<file path="src/rtl/queue_table_arbiter_pkg.sv">
`default_nettype none
// ============================================================================
// Module      : queue_table_arbiter_pkg
// Description : Shared types for the queue-table BRAM arbiter.
// Revision    : 1.0 - initial release
// ============================================================================
package queue_table_arbiter_pkg;

    // Requester that issued a BRAM read, carried alongside the read pipeline
    typedef enum logic {
        OWNER_DP  = 1'b0,
        OWNER_CFG = 1'b1
    } q_table_owner_t;

    typedef enum logic [1:0] {
        CFG_IDLE    = 2'd0,
        CFG_RD_WAIT = 2'd1,
        CFG_RESP    = 2'd2
    } cfg_state_t;

endpackage
`default_nettype wire

</file>
<file path="src/rtl/q_table_rd_tracker.sv">
`default_nettype none
// ============================================================================
// Module      : q_table_rd_tracker
// Description : RD_LATENCY-deep {valid, owner} shift register that tags each
//               BRAM read so its data can be routed back to the issuer.
// Revision    : 1.0 - initial release
// ============================================================================
module q_table_rd_tracker
    import queue_table_arbiter_pkg::*;
#(
    parameter int RD_LATENCY = 2
) (
    input  logic           clk,
    input  logic           rst,
    input  logic           i_valid,
    input  q_table_owner_t i_owner,
    output logic           o_valid,
    output q_table_owner_t o_owner
);

    logic [RD_LATENCY-1:0] r_valid;
    logic [RD_LATENCY-1:0] r_owner;

    generate
        if (RD_LATENCY == 1) begin : g_single
            always_ff @(posedge clk) begin
                if (rst) begin
                    r_valid <= '0;
                    r_owner <= '0;
                end else begin
                    r_valid <= i_valid;
                    r_owner <= i_owner;
                end
            end
        end else begin : g_shift
            always_ff @(posedge clk) begin
                if (rst) begin
                    r_valid <= '0;
                    r_owner <= '0;
                end else begin
                    r_valid <= {r_valid[RD_LATENCY-2:0], i_valid};
                    r_owner <= {r_owner[RD_LATENCY-2:0], i_owner};
                end
            end
        end
    endgenerate

    assign o_valid = r_valid[RD_LATENCY-1];
    assign o_owner = q_table_owner_t'(r_owner[RD_LATENCY-1]);

endmodule
`default_nettype wire

</file>
<file path="src/rtl/queue_table_arbiter.sv">
`default_nettype none
// ============================================================================
// Module      : queue_table_arbiter
// Description : Shares one single-port queue-table BRAM between the datapath
//               (priority) and MMIO config (anti-starvation guaranteed).
// Revision    : 1.0 - initial release
// ============================================================================
module queue_table_arbiter
    import queue_table_arbiter_pkg::*;
#(
    parameter int NB_QUEUES  = 8192,
    parameter int DATA_WIDTH = 32,
    parameter int RD_LATENCY = 2,
    parameter int MAX_STARVE = 16,
    localparam int AW = $clog2(NB_QUEUES)
) (
    input  logic                  clk,
    input  logic                  rst,
    input  logic                  dp_rd,
    input  logic                  dp_wr,
    input  logic [AW-1:0]         dp_addr,
    input  logic [DATA_WIDTH-1:0] dp_wr_data,
    output logic                  dp_gnt,
    output logic                  dp_rd_valid,
    output logic [DATA_WIDTH-1:0] dp_rd_data,
    input  logic                  cfg_req_valid,
    output logic                  cfg_req_ready,
    input  logic                  cfg_req_wr,
    input  logic [AW-1:0]         cfg_req_addr,
    input  logic [DATA_WIDTH-1:0] cfg_req_data,
    output logic                  cfg_resp_valid,
    input  logic                  cfg_resp_ready,
    output logic [DATA_WIDTH-1:0] cfg_resp_data,
    output logic [AW-1:0]         bram_addr,
    output logic                  bram_rd_en,
    output logic                  bram_wr_en,
    output logic [DATA_WIDTH-1:0] bram_wr_data,
    input  logic [DATA_WIDTH-1:0] bram_rd_data,
    output logic [31:0]           cfg_stall_cnt
);

    localparam int c_starve_w = $clog2(MAX_STARVE + 1);
    localparam logic [c_starve_w-1:0] c_starve_max = c_starve_w'(MAX_STARVE);

    cfg_state_t              r_state;
    cfg_state_t              w_state_nxt;
    logic [c_starve_w-1:0]   r_starve;
    logic [31:0]             r_stall;
    logic [DATA_WIDTH-1:0]   r_resp_data;

    logic                    w_dp_req;
    logic                    w_cfg_elig;
    logic                    w_force;
    logic                    w_dp_gnt;
    logic                    w_cfg_gnt;
    logic                    w_capture;
    logic                    w_trk_valid;
    q_table_owner_t          w_trk_owner;
    logic                    w_dp_ret;
    logic                    w_cfg_ret;

    // Grants are suppressed while rst is high so every output reads 0 in reset
    assign w_dp_req   = dp_rd | dp_wr;
    assign w_cfg_elig = !rst && cfg_req_valid && (r_state == CFG_IDLE);
    assign w_force    = w_cfg_elig && (r_starve == c_starve_max);
    assign w_dp_gnt   = !rst && w_dp_req && !w_force;
    assign w_cfg_gnt  = w_cfg_elig && (w_force || !w_dp_req);

    assign dp_gnt        = w_dp_gnt;
    assign cfg_req_ready = w_cfg_gnt;
    assign cfg_stall_cnt = r_stall;

    always_comb begin
        bram_addr    = '0;
        bram_rd_en   = 1'b0;
        bram_wr_en   = 1'b0;
        bram_wr_data = '0;
        if (w_cfg_gnt) begin
            bram_addr    = cfg_req_addr;
            bram_rd_en   = !cfg_req_wr;
            bram_wr_en   = cfg_req_wr;
            bram_wr_data = cfg_req_data;
        end else if (w_dp_gnt) begin
            bram_addr    = dp_addr;
            bram_rd_en   = dp_rd;
            bram_wr_en   = dp_wr;
            bram_wr_data = dp_wr_data;
        end
    end

    q_table_rd_tracker #(
        .RD_LATENCY (RD_LATENCY)
    ) u_rd_tracker (
        .clk     (clk),
        .rst     (rst),
        .i_valid (bram_rd_en),
        .i_owner (w_cfg_gnt ? OWNER_CFG : OWNER_DP),
        .o_valid (w_trk_valid),
        .o_owner (w_trk_owner)
    );

    assign w_dp_ret    = !rst && w_trk_valid && (w_trk_owner == OWNER_DP);
    assign w_cfg_ret   = !rst && w_trk_valid && (w_trk_owner == OWNER_CFG);
    assign dp_rd_valid = w_dp_ret;
    assign dp_rd_data  = w_dp_ret ? bram_rd_data : '0;

    // The response is presented the cycle the data leaves the pipeline;
    // the captured copy keeps it stable while cfg_resp_ready is low.
    always_comb begin
        w_state_nxt    = r_state;
        w_capture      = 1'b0;
        cfg_resp_valid = 1'b0;
        cfg_resp_data  = '0;
        if (!rst) begin
            case (r_state)
                CFG_IDLE: begin
                    if (w_cfg_gnt && !cfg_req_wr) w_state_nxt = CFG_RD_WAIT;
                end
                CFG_RD_WAIT: begin
                    if (w_cfg_ret) begin
                        w_capture      = 1'b1;
                        cfg_resp_valid = 1'b1;
                        cfg_resp_data  = bram_rd_data;
                        w_state_nxt    = cfg_resp_ready ? CFG_IDLE : CFG_RESP;
                    end
                end
                CFG_RESP: begin
                    cfg_resp_valid = 1'b1;
                    cfg_resp_data  = r_resp_data;
                    if (cfg_resp_ready) w_state_nxt = CFG_IDLE;
                end
                default: w_state_nxt = CFG_IDLE;
            endcase
        end
    end

    always_ff @(posedge clk) begin
        if (rst) begin
            r_state <= CFG_IDLE;
        end else begin
            r_state <= w_state_nxt;
        end
    end

    always_ff @(posedge clk) begin
        if (rst) begin
            r_starve    <= '0;
            r_stall     <= '0;
            r_resp_data <= '0;
        end else begin
            if (w_cfg_gnt) begin
                r_starve <= '0;
            end else if (w_cfg_elig) begin
                if (r_starve != c_starve_max) r_starve <= r_starve + c_starve_w'(1);
                r_stall <= r_stall + 32'd1;
            end
            if (w_capture) r_resp_data <= bram_rd_data;
        end
    end

endmodule
`default_nettype wire

</file>
<file path="config.mk">
export PLATFORM = sky130hd
export DESIGN_NAME = queue_table_arbiter
export DESIGN_NICKNAME = d
export VERILOG_FILES = /design/src/rtl/queue_table_arbiter_pkg.sv /design/src/rtl/q_table_rd_tracker.sv /design/src/rtl/queue_table_arbiter.sv
export SDC_FILE = /design/constraint.sdc
export NUM_CORES = 1
export LEC_CHECK = 0
export CELL_PAD_IN_SITES_DETAIL_PLACEMENT = 2
export CELL_PAD_IN_SITES_GLOBAL_PLACEMENT = 2
export CORE_UTILIZATION = 16
export CTS_CLUSTER_DIAMETER = 80
export CTS_CLUSTER_SIZE = 25
export DETAILED_ROUTE_END_ITERATION = 8
export GPL_ROUTABILITY_DRIVEN = 0
export HOLD_SLACK_MARGIN = 0.12
export PLACE_DENSITY_LB_ADDON = 0.1
export SLEW_MARGIN = 20
export SYNTH_ARGS = -nofsm -noshare
export SYNTH_HDL_FRONTEND = slang
export SYNTH_HIERARCHICAL = 1
export SYNTH_SLANG_ARGS = --single-unit
</file>
<file path="constraint.sdc">
create_clock -name clk -period 2.6 [get_ports clk]
set_clock_uncertainty 0.05 [all_clocks]
set_input_delay 0.78 -clock clk [delete_from_list [all_inputs] [get_ports clk]]
set_output_delay 0.78 -clock clk [all_outputs]
set_load 0.02 [all_outputs]
</file>
# Word level (Yosys, flattened, before mapping)
# Cells that the tools add are included.
[word_totals] out_inout_bits=147 inputBits=129 elab_cells=61 regBits=75
[op_classes] eq_ne=7 n_addsub=2 bitwise_logic=3 n_reduce_logical=20 muxes=23
[op_table] operator="two-way mux 32 bit" count=5
[op_table] operator="one-hot mux 32 bit (2 select lines)" count=1
[op_table] operator="adder 32 x 1 -> 32 bit, second input constant" count=1
[op_table] operator="two-way mux 13 bit" count=2
[op_table] operator="logical AND 1 bit" count=10
[op_table] operator="two-way mux 1 bit" count=9
[op_table] operator="two-way mux 2 bit" count=4
[op_table] operator="one-hot mux 2 bit (3 select lines)" count=1
[op_table] operator="adder 5 x 1 -> 5 bit, second input constant" count=1
[op_table] operator="equality test 5 bit, second input constant" count=1
[op_table] operator="!= test 5 bit, second input constant" count=1
[op_table] operator="logical NOT 1 bit" count=4
[op_table] operator="!= test 2 bit, second input constant" count=2
[op_table] operator="AND reduction 2 bit" count=2
[op_table] operator="AND reduction 3 bit" count=1
[op_table] operator="equality test 2 x 1 -> 1 bit, second input constant" count=1
[op_table] operator="equality test 2 bit, second input constant" count=1
[op_table] operator="logical NOT 2 bit" count=1
[op_table] operator="!= test 2 x 1 -> 1 bit, second input constant" count=1
[op_table] operator="NOT 1 bit" count=2
[op_table] operator="one-hot mux 1 bit (2 select lines)" count=1
[op_table] operator="OR reduction 2 bit" count=1
[op_table] operator="logical OR 1 bit" count=1
[op_table] operator="bitwise OR 1 bit" count=1

# Depth between registers and ports, before layout
[depth] word_depth=9 mapped_depth=8 ltp_nobuf=7

# Modules after synthesis
# The synthesis kept the hierarchy.
[by_module_without_submodules] mod="queue_table_arbiter" cells_each=525 area_per_inst_um2=4056.4 seq_area_each_um2=1421.4 instances=1
[by_module_without_submodules] mod="q_table_rd_tracker" cells_each=8 area_per_inst_um2=105.1 seq_area_each_um2=80.1 instances=1

# Worst setup path before layout
# Ideal clock, no wire load.
[synth_path] path_type="input port to output port" start="input port dp_wr" end="output port bram_wr_data[27]" arrival_time_ps=2081 setup_slack_ps=-311 cell_stages=5 required_time_ps=1770 path_buffers=1 cell_sequence="nor2_1 > o21ai_0 > clkinv_1 > clkbuf_1 > a22o_1"
[synth_via] elab_chain_cells=5 word_cells_on_any_way=8 cone_classes="mux (2); bitwise (1); reduce/logical (5)"
[synth_rtl] element="from (decl)" line_no="queue_table_arbiter.sv:20" rtl="input logic dp_wr,"
[synth_rtl] element="bitwise OR 1 bit" line_no="queue_table_arbiter.sv:63" rtl="assign w_dp_req = dp_rd | dp_wr;"
[synth_rtl] element="logical NOT 1 bit" line_no="queue_table_arbiter.sv:67" rtl="assign w_cfg_gnt = w_cfg_elig && (w_force || !w_dp_req);"
[synth_rtl] element="logical OR 1 bit" line_no="queue_table_arbiter.sv:67"
[synth_rtl] element="logical AND 1 bit" line_no="queue_table_arbiter.sv:67"
[synth_rtl] element="via cfg_req_ready" line_no="queue_table_arbiter.sv:27" rtl="output logic cfg_req_ready,"
[synth_rtl] element="two-way mux 32 bit" line_no="queue_table_arbiter.sv:78" rtl="if (w_cfg_gnt) begin"
[synth_rtl] element="to (decl)" line_no="queue_table_arbiter.sv:37" rtl="output logic [DATA_WIDTH-1:0] bram_wr_data,"
# The timed path passes the listed nets, and every way through them passes these cells.

# Worst setup path after layout
[layout_path] start="register r_starve[0]" end="output port bram_addr[9]"
[layout_via] elab_chain_cells=6 word_cells_on_any_way=8 cone_classes="eq/ne (1); mux (2); reduce/logical (5)"
[layout_rtl] element="from (decl)" line_no="queue_table_arbiter.sv:47" rtl="logic [c_starve_w-1:0] r_starve;"
[layout_rtl] element="from (signal assigned)" line_no="queue_table_arbiter.sv:154" rtl="if (r_starve != c_starve_max) r_starve <= r_starve + c_starve_w'(1);"
[layout_rtl] element="equality test 5 bit (*)" line_no="queue_table_arbiter.sv:65" rtl="assign w_force = w_cfg_elig && (r_starve == c_starve_max);"
[layout_rtl] element="logical AND 1 bit (*)" line_no="queue_table_arbiter.sv:65"
[layout_rtl] element="logical NOT 1 bit" line_no="queue_table_arbiter.sv:66" rtl="assign w_dp_gnt = !rst && w_dp_req && !w_force;"
[layout_rtl] element="logical AND 1 bit" line_no="queue_table_arbiter.sv:66"
[layout_rtl] element="two-way mux 13 bit" line_no="queue_table_arbiter.sv:83" rtl="end else if (w_dp_gnt) begin"
[layout_rtl] element="two-way mux 13 bit (*)" line_no="queue_table_arbiter.sv:78"
[layout_rtl] element="to (decl)" line_no="queue_table_arbiter.sv:34" rtl="output logic [AW-1:0] bram_addr,"
# Mark *: on every way between the ends. The rest lies on a longest branch, timed or not.

==> flow_metrics.env <==
export IMPL_status="finished, violations left"
export IMPL_failed_checks="setup timing"
export IMPL_grt_antenna_before_repair=3
export IMPL_grt_total_usage_pct=16.8
export IMPL_die_width_um=163
export IMPL_rows=58
export IMPL_synth_top_area_share_pct=36.1
export IMPL_swShare_pct=27.6
export IMPL_initialDrtViolationCount=85
export IMPL_final_common_cell="clkdlybuf4s50_1"
export IMPL_fp_dieArea_um2=26700
export IMPL_place_port_buffers=275
export IMPL_hold_violations=0
export IMPL_p_sw_mw=0.867
export IMPL_cap_violations=0
export IMPL_powerDensity_nw_per_um2=310
export IMPL_cts_root_buffer="clkbuf_16"
export IMPL_crit_path_end_kind="primary output"
export IMPL_dp_final_hpwl_mm=16.0
export IMPL_internal_power_mw=2.27
export IMPL_overflow=0
export IMPL_cts_clk_slew_worst_paths_ns=0.06
export IMPL_synth_edf_count=0
export IMPL_criticalPathCategory="register to primary output"
export IMPL_fin_crit_ns=2.93
export IMPL_cts_sinks=75
export IMPL_p_leak_nw=4.16
export IMPL_p_seq_share_pct=37.0
export IMPL_pin_count=276
export IMPL_ir_drop_mv=0.212
export IMPL_min_path_type="register to register"
export IMPL_max_freq_mhz=341
export IMPL_postRouteAntennaNets=0
export IMPL_slew_violations=0
export IMPL_p_clk_share_pct=37.2
export IMPL_fin_util_pct=40.0
export IMPL_synth_main_ff_cell="dfxtp_1"
export IMPL_insertion_delay_ns=0.34
export IMPL_ys_seq_area_share_pct=36.1
export IMPL_dpl_cell_area_um2=8180
export IMPL_clock_path_buffers=2
export IMPL_synth_seq_cells=75
export IMPL_htree_levels=3
export IMPL_synth_async_reset_ratio_pct=0
export IMPL_viasPerCell=4.40
export IMPL_synth_warnings=6
export IMPL_start_kind="register"
export IMPL_start_util_pct=16.4
export IMPL_drive_gt1_share_pct=47.3
export IMPL_fin_ws_ns=-0.329
export IMPL_nets=1067
export IMPL_syn_nets=669
export IMPL_rr_endpoint="cfg_stall_cnt[29]$_SDFFE_PP0P_"
export IMPL_ff2ff_path_depth=10
export IMPL_wire_per_inst_um=18.8
export IMPL_power_mw=3.14
export IMPL_wirelength_mm=23.8
export IMPL_max_slew_margin_pct=71.9
export IMPL_comb_power_share_pct=25.8
export IMPL_r2r_start="r_starve[0]$_SDFFE_PP0P_"
export IMPL_rrSetupSlack_ns=0.20
export IMPL_crit_end="bram_addr[9]"
export IMPL_arrival_ns=2.10
export IMPL_grt_first_pass_wirelength_mm=34.6
export IMPL_final_cell_area_um2=10100
export IMPL_die_height_um=163
export IMPL_synth_area_top_cells="dfxtp_1 36%, a22o_1 9.7%, nand2_1 9.5%"
export IMPL_area_delta_synth_final_pct=143
export IMPL_vias=5589
export IMPL_setup_tns_final_ns=-24.21
export IMPL_startpoint="r_starve[0]$_SDFFE_PP0P_"
export IMPL_grt_pass1_vias=6205
export IMPL_synthesis_area_um2=4160
export IMPL_required_ns=1.77
export IMPL_ys_types=42
export IMPL_drtPass1Iterations=4
export IMPL_most_common_layout_cells="156 x clkdlybuf4s50_1, 126 x buf_6, 109 x buf_4, 72 x nand2_1, 71 x dfxtp_1"
export IMPL_grt_max_degree=38
export IMPL_finalSetupViolCount=113
export IMPL_numCtsBuffers=9
export IMPL_tritoncts="built"
export IMPL_fin_crit_sh_pct=113
export IMPL_rsz0062_at_grt="yes"
export IMPL_critPathMaxFanout=5
export IMPL_synth_avg_cell_area_um2=7.81
export IMPL_core_region_area_um2=25300
export IMPL_worst_pin_slew_ns=0.421
export IMPL_yosysTopAreaCell="dfxtp_1"
export IMPL_drcViolationCount=0
export IMPL_synth_cells=533
[logic make-up after synthesis]
group,count (synthesis),synth area share (%)
mux,4,0.992
flops,75,36.1
xor+xnor,30,6.31
fa+ha+maj,7,2.10
compound gates,126,19.6
buf+inv,51,4.93
simple gates,240,30.0
[repair_timing]
item | CTS | global route
setup endpoints to repair | 117 | 118
resized for setup | 750 | 137
hold buffers | 0 | 0
buffers inserted | 36 | 33
pin swaps | 39 | 67
cloned | 12 | 5
[power groups by stage]
stage,Sequential (mW),Clock [mW],Combinational (mW)
5_1_grt,1.16,1.26,0.852
6_report,1.16,1.17,0.811
4_1_cts,1.16,1.22,0.764
3_5_place_dp,1.19,0,0.648
3_3_place_gp,1.19,0,0.637
2_1_floorplan,1.19,0,0.238
[cells in the mapped netlist (2+ instances only)]
library cell    n
nand2_1       105
dfxtp_1        75
a21oi_1        69
a22o_1         46
clkbuf_1       35
and2_1         33
nor2_1         32
xor2_1         20
nand4_1        14
nand3_1        11
xnor2_1        10
inv_1           8
ha_1            7
nor3_1          7
o21ai_0         7
and3_1          6
buf_2           5
nor2b_1         5
nor3_2          5
and4_1          4
mux2i_1         3
or3_1           3
nand3b_1        2
nor4_4          2
o31ai_1         2
[how the worst min path moves through the flow]
stage	from	endpoint	slack, ns	depth (start not counted)
global route	u_rd_tracker/r_valid[0]$_SDFF_PP0_	u_rd_tracker/r_valid[1]$_SDFF_PP0_	0.41	1
CTS	u_rd_tracker/r_valid[0]$_SDFF_PP0_	u_rd_tracker/r_valid[1]$_SDFF_PP0_	0.41	1
finish	u_rd_tracker/r_valid[0]$_SDFF_PP0_	u_rd_tracker/r_valid[1]$_SDFF_PP0_	0.39	1
global placement	u_rd_tracker/r_owner[0]$_SDFF_PP0_	u_rd_tracker/r_owner[1]$_SDFF_PP0_	0.37	1
floorplan	u_rd_tracker/r_owner[0]$_SDFF_PP0_	u_rd_tracker/r_owner[1]$_SDFF_PP0_	0.36	1
detailed placement	u_rd_tracker/r_valid[0]$_SDFF_PP0_	u_rd_tracker/r_valid[1]$_SDFF_PP0_	0.38	1
[cell type report]
type / count / area (um2)
sequential: 75 / 1510
inverter: 9 / 38.8
tap: 330 / 413
timing repair buffer: 428 / 4560
multi-input combinational: 408 / 3340
antenna: 3 / 7.51
fill: 2675 / 15200
clock inverter: 6 / 42.5
clock buffer: 10 / 229
[layer usage]
metal | up-vias | GRT usage [%] | share of wire, %
li1 | 2644 | - | -
met1 | 2703 | 17.8 | 38
met2 | 218 | 31.2 | 52
met3 | 24 | 5.13 | 7.8
met4 | 0 | 5.86 | 2.1
met5 | - | 0 | 0
[sequential cells by signal (all words and copies together) (netlist names)]
register / flops
u_rd_tracker/r_owner: 2
r_starve: 5
r_resp_data: 32
u_rd_tracker/r_valid: 2
cfg_stall_cnt: 32
r_state: 2
[per-stage QoR]
step	worst slack (ns)	hold slack, ns	instances
after floorplan	-0.0418	0.364	533
after global placement	-1.03	0.370	1172
after detailed placement	-1.07	0.380	1172
after CTS	-0.344	0.406	1232
after global routing	-0.430	0.408	1268
final	-0.329	0.395	1269
[critical path, cell delays in order, from the launching register on]
cell and delay (ns):
dfxtp_2 0.34, inv_2 0.05, ha_4 0.15, and4bb_4 0.22, a211oi_4 0.27, buf_6 0.14, buf_6 0.09, buf_6 0.12
buf_16 0.12, a22o_1 0.14, buf_6 0.12
No activity file was read; power rests on OpenSTA's default activity.
